$ cat src/rtl/cpu_sequencer.sv
// Cycle sequencer for the Nandy core: fetch, one/two-cycle execute with memory
// wait stretching, interrupt entry at instruction boundaries, debug halt/step.
module cpu_sequencer #(
  parameter int unsigned TWO_CYC_BIT = 7,
  parameter int unsigned MEM_BIT     = 6
) (
  input  logic                 clk,
  input  logic                 rst,
  input  logic [7:0]           inst_in,
  input  logic                 mem_ready,
  input  logic                 irq,
  input  logic                 ie_set,
  input  logic                 ie_clr,
  input  logic                 dbg_halt,
  input  logic                 dbg_step,
  output logic [7:0]           ir,
  output logic                 cycle,
  output logic                 mem_req,
  output logic                 fetch,
  output logic                 pc_inc,
  output logic                 commit,
  output logic                 int_entry,
  output logic                 irq_ack,
  output logic                 ie,
  output logic                 halted
);

  localparam int unsigned IW = 8;

  typedef enum logic [2:0] {
    S_FETCH = 3'd0,
    S_EXEC0 = 3'd1,
    S_EXEC1 = 3'd2,
    S_INT   = 3'd3,
    S_HALT  = 3'd4
  } state_t;

  state_t        state, state_nxt;
  state_t        bnd_state;
  logic          bnd_clr_step;
  logic          step_pending, step_pending_nxt;
  logic [IW-1:0] ir_nxt;
  logic          ie_nxt;

  // Where to go once the current instruction retires
  always_comb begin
    bnd_state    = S_FETCH;
    bnd_clr_step = 1'b0;
    if (irq && ie && !ie_clr) begin
      bnd_state = S_INT;
    end else if (dbg_halt || step_pending) begin
      bnd_state    = S_HALT;
      bnd_clr_step = 1'b1;
    end
  end

  always_ff @(posedge clk) begin
    if (rst) begin
      state        <= S_FETCH;
      ir           <= '0;
      cycle        <= 1'b0;
      ie           <= 1'b0;
      halted       <= 1'b0;
      step_pending <= 1'b0;
    end else begin
      state        <= state_nxt;
      ir           <= ir_nxt;
      cycle        <= (state_nxt == S_EXEC1);
      ie           <= ie_nxt;
      halted       <= (state_nxt == S_HALT);
      step_pending <= step_pending_nxt;
    end
  end

  // Next state and cycle strobes; strobes stay low during reset
  always_comb begin
    state_nxt        = state;
    ir_nxt           = ir;
    ie_nxt           = ie;
    step_pending_nxt = step_pending;
    mem_req          = 1'b0;
    fetch            = 1'b0;
    pc_inc           = 1'b0;
    commit           = 1'b0;
    int_entry        = 1'b0;
    irq_ack          = 1'b0;

    if (!rst) begin
      case (state)
        S_FETCH: begin
          mem_req = 1'b1;
          fetch   = 1'b1;
          if (mem_ready) begin
            pc_inc    = 1'b1;
            ir_nxt    = inst_in;
            state_nxt = S_EXEC0;
          end
        end

        S_EXEC0: begin
          if (!ir[TWO_CYC_BIT]) begin
            commit = 1'b1;
          end else begin
            mem_req = 1'b1;
            if (mem_ready) begin
              state_nxt = S_EXEC1;
            end
          end
        end

        S_EXEC1: begin
          if (!ir[MEM_BIT]) begin
            mem_req = 1'b1;
            commit  = mem_ready;
          end else begin
            commit = 1'b1;
          end
        end

        S_INT: begin
          int_entry = 1'b1;
          irq_ack   = 1'b1;
          ie_nxt    = 1'b0;
          state_nxt = dbg_halt ? S_HALT : S_FETCH;
        end

        S_HALT: begin
          if (!dbg_halt) begin
            state_nxt = S_FETCH;
          end else if (dbg_step) begin
            state_nxt        = S_FETCH;
            step_pending_nxt = 1'b1;
          end
        end

        default: begin
          state_nxt = S_FETCH;
        end
      endcase

      // Retirement: ie update and boundary decision share the commit cycle
      if (commit) begin
        ie_nxt    = (ie | ie_set) & ~ie_clr;
        state_nxt = bnd_state;
        if (bnd_clr_step) begin
          step_pending_nxt = 1'b0;
        end
      end
    end
  end

endmodule

$ cat config.mk
export PLATFORM = sky130hd
export DESIGN_NAME = cpu_sequencer
export DESIGN_NICKNAME = d
export VERILOG_FILES = /design/src/rtl/cpu_sequencer.sv
export SDC_FILE = /design/constraint.sdc
export NUM_CORES = 1
export LEC_CHECK = 0
export CAP_MARGIN = 10
export CORE_UTILIZATION = 39
export DETAILED_ROUTE_END_ITERATION = 8
export GPL_ROUTABILITY_DRIVEN = 1
export PLACE_DENSITY = 0.87
export SETUP_SLACK_MARGIN = 0.5
export SKIP_CTS_REPAIR_TIMING = 1
export SLEW_MARGIN = 5
export SYNTH_ARGS = -nofsm -noshare
export SYNTH_HDL_FRONTEND = slang
export SYNTH_SLANG_ARGS = --single-unit
$ cat constraint.sdc
create_clock -name clk -period 2.14 [get_ports clk]
set_input_delay 0.642 -clock clk [delete_from_list [all_inputs] [get_ports clk]]
set_output_delay 0.642 -clock clk [all_outputs]
set_load 0.02 [all_outputs]
## After elaboration in Yosys (flattened, before gate mapping)

Index checks and enable logic that the tools add are counted.

- Output and inout port bits: 17
- Bits of input ports: 16
- Logic and storage cells: 58
- Bits in registers: 15

- Reduce and logical (&&, ||, !) cells: 7
- Equal/unequal tests: 6
- Muxes and demuxes: 36
- Bitwise logic cells: 3

Operators by type and width:

| operator | number |
|---|---|
| $mux W3 | 10 |
| $mux W1 | 23 |
| $pmux W3 S5 | 1 |
| $eq A3 B2 Y1 const B | 3 |
| $eq A3 B3 Y1 const B | 2 |
| $eq A3 B1 Y1 const B | 1 |
| $logic_not A3 Y1 | 1 |
| $pmux W1 S3 | 1 |
| $logic_and A1 B1 Y1 | 2 |
| $pmux W1 S2 | 1 |
| $reduce_and A2 Y1 | 1 |
| $reduce_bool A2 Y1 | 1 |
| $and A1 B1 Y1 | 1 |
| $logic_not A1 Y1 | 1 |
| $logic_or A1 B1 Y1 | 1 |
| $not A1 Y1 | 1 |
| $or A1 B1 Y1 | 1 |

## Longest topological paths before layout

- Depth in word-level cells: 6
- Mapped depth: 6
- Depth with buffers taken out: 4

## Worst setup path after synthesis

OpenSTA, ideal clock, no wires.

- Path kind: input -> output
- From: in rst
- To: out irq_ack
- Cell stages on the path: 4
- Path slack: -0.093 ns
- Path buffers: 3
- Data arrival time: 1.591 ns
- Data required time: 1.498 ns
- Cells stage by stage: clkbuf_1 clkbuf_1 nor2_1 buf_4

- Word-level cells in the longest chain between the ends: 1

RTL lines:

| what | RTL line | source |
|---|---|---|
| start, declared | 8 | `input logic rst,` |
| $mux W1 | - |  |
| end, declared | 23 | `output logic irq_ack,` |

Every way passes these cells.

## Worst setup path in the final report

- From: in mem_ready
- To: out commit

- Word-level cells in the longest chain between the ends: 4

RTL lines:

| what | RTL line | source |
|---|---|---|
| start, declared | 10 | `input logic mem_ready,` |
| $mux W1 | 112 | `if (!ir[MEM_BIT]) begin` |
| $pmux W1 S2 | 89 | `case (state)` |
| $mux W1 (2 in a row) | 88 | `if (!rst) begin` |
| end, declared | 21 | `output logic commit,` |

Every way passes these cells. The select of a mux whose other input is x is not followed.

==> impl_metrics.ini <==
[final_layout]
fillers = 135
mostFrequentLayoutCell = nand2_1
synthToLayoutAreaGrowth_pct = 78.5
diodes = 0
final_cell_mix = nand2_1 (20), buf_4 (16), clkdlybuf4s50_1 (13)
final_cells = 160
postLayoutCellArea_sq_um = 1270
drive_gt1_share_pct = 36.3
nets = 152
fin_util_pct = 74.3

[cts]
cts_num_sinks = 15
clock_tree.root_cell = clkbuf_4
htree_levels = 1
clk_path_buf_depth = 2
cts_inserted_buffers = 3
cts_tree = yes
path_clk_slew_ps = 80
clk_latency_ps = 290

[timing]
max_freq_ghz = 0.528
setup_ws_ps = 245
worst_pin_slew_ps = 286
hold_viol_final = 0
rsz0062_at_grt = yes
finalClockSkew_ps = 6.30
period_minus_slack_ps = 1890
timing.hold.ws_ps = 453
period_share_pct = 88.5
setup_viol = 0
slew_headroom_pct = 80.7
drv_slew = 0

[synth]
synth_seq_area_share_pct = 42.3
netlist_area_sq_um = 711
synthCells = 90
syn_nets = 106
yosysUniqueCellTypes = 26
ys_warn_count = 0
ys_ff_latch = 15
synth_area_per_cell_sq_um = 7.90

[route]
vias_per_cell = 4.94
vias = 791
drc = 0
wl_um = 1970
drt-pass1-iter-count = 3
drt.antenna.violating_nets = 0
drtIter0Drc = 7
wl_per_cell_um = 12.3

[die]
dieHeight_um = 44.7
fp.dieArea_sq_um = 2000
core_region_area_sq_um = 1710
die_w_um = 44.7
pin_count = 33
placementRows = 15
start_util_pct = 41.6

[critical_path]
cp-end-kind = output port
cp-start-kind = input pin
slowest_stage = o22ai_4
critPathBufInv = 2
critPathTopFamily = simple AND/OR/NAND/NOR gates
crit_arrival_ps = 1250
critical_path_class = in2out
critPathMaxFanout = 3
path_cells = buf_6, nor2_2, o22ai_4, nand2_2, nor2_2, buf_6
slowest_delay_ps = 170
cp.required_ps = 1500

[global_route]
grt_first_pass_wirelength_um = 2900
grt_overflow = 0
grt_usage_pct = 20.2
grt_max_degree = 12
grt_pass1_vias = 735
antenna_found_initial = 0

[placement]
gp_congestion = 0.808
dpl-instance-area_sq_um = 1170
numPortBuffers = 32
place_ws_ps = -660
dp_hpwl_um = 1460
placed_cells = 155

[power]
power_density_nw_per_um2 = 507
ir_worst_vdd_mv = 0.368
power_leakage_nw = 0.650

[run_status]
status = complete, no violations

[flow_run]
cap_violations = 0

[min_path]
hold_class = reg2reg
worst paths after layout:
check | slack, ps | end | cells past startpoint | start
setup reg to reg | 690 | halted | 5 | state[2]
hold reg to reg | 450 | ir[4] | 2 | ir[4]
hold / removal | 450 | ir[4] | 2 | ir[4]
setup / recovery | 250 | commit | 6 | mem_ready
cells in the mapped netlist:
| library cell | count | share of area (%) |
|---|---|---|
| a211oi_1 | 1 | 1.1 |
| a21oi_1 | 11 | 7.7 |
| a22oi_2 | 1 | 1.8 |
| a311oi_1 | 1 | 1.2 |
| a31oi_1 | 1 | 0.88 |
| and3b_1 | 1 | 1.2 |
| buf_2 | 2 | 1.4 |
| buf_4 | 2 | 2.1 |
| buf_6 | 1 | 1.6 |
| clkbuf_1 | 2 | 1.1 |
| dfxtp_1 | 15 | 42 |
| inv_1 | 2 | 1.1 |
| nand2_1 | 21 | 11 |
| nand2b_1 | 5 | 4.4 |
| nand3_1 | 1 | 0.70 |
| nand3b_1 | 1 | 1.1 |
| nand4b_1 | 1 | 1.2 |
| nor2_1 | 10 | 5.3 |
| nor3_1 | 3 | 2.1 |
| nor3_2 | 1 | 1.4 |
| nor4_1 | 2 | 1.8 |
| o21ai_0 | 1 | 0.70 |
| o21ai_2 | 1 | 1.2 |
| o22ai_4 | 1 | 2.8 |
| o41ai_1 | 1 | 1.2 |
| or3b_4 | 1 | 1.6 |
flip-flops by register name, indices dropped and copies added, names as in the netlist:
register / count
step_pending: 1
halted: 1
state: 3
cycle: 1
ir: 8
ie: 1
report_power, final:
part	internal [W]	switching, W
combinational	0.0000937	0.0000822
sequential	0.000292	0.0000110
clock	0.0000725	0.0000921
total	0.000458	0.000185
layout make-up:
type	count	area [sq um]	area share, %
repair buffers	48	464	36.6
flip-flops and latches	15	310	24.5
inverters	2	7.51	0.592
well taps	25	31.3	2.47
clock buffers	4	26.3	2.07
multi-input cells	66	429	33.8
cell families (layout without fill, tap and decap cells):
family                 Yosys count  count (layout)  share of synthesized area, %
and+or+nand+nor                 47              47                          31.9
AOI/OAI and AO/OA               19              19                          18.7
DFF                             15              15                          42.3
buffers and inverters            9              54                          7.22
through the flow:
step	power (W)	TNS (ps)
after global placement	0.000474	-3270
after detailed placement	0.000479	-3280
after floorplan	0.000397	0
final	0.000643	0
after CTS	0.000647	-3290
after global routing	0.000677	0
routing by layer:
metal	vias up	share of wire [%]	global-route usage [%]
li1	397	-	-
met1	361	38	18.4
met2	29	55	40.3
met3	4	5.7	5.31
met4	0	0.97	9.70
met5	-	0	0
worst min-delay path, delay by kind of cell, from the launching register on:
kind             cells  cell delay, ps
AND/OR/NAND/NOR      1              50
flip-flops           1             310
AO/OA/AOI/OAI        1              50
(Power assumes the default switching activity.)
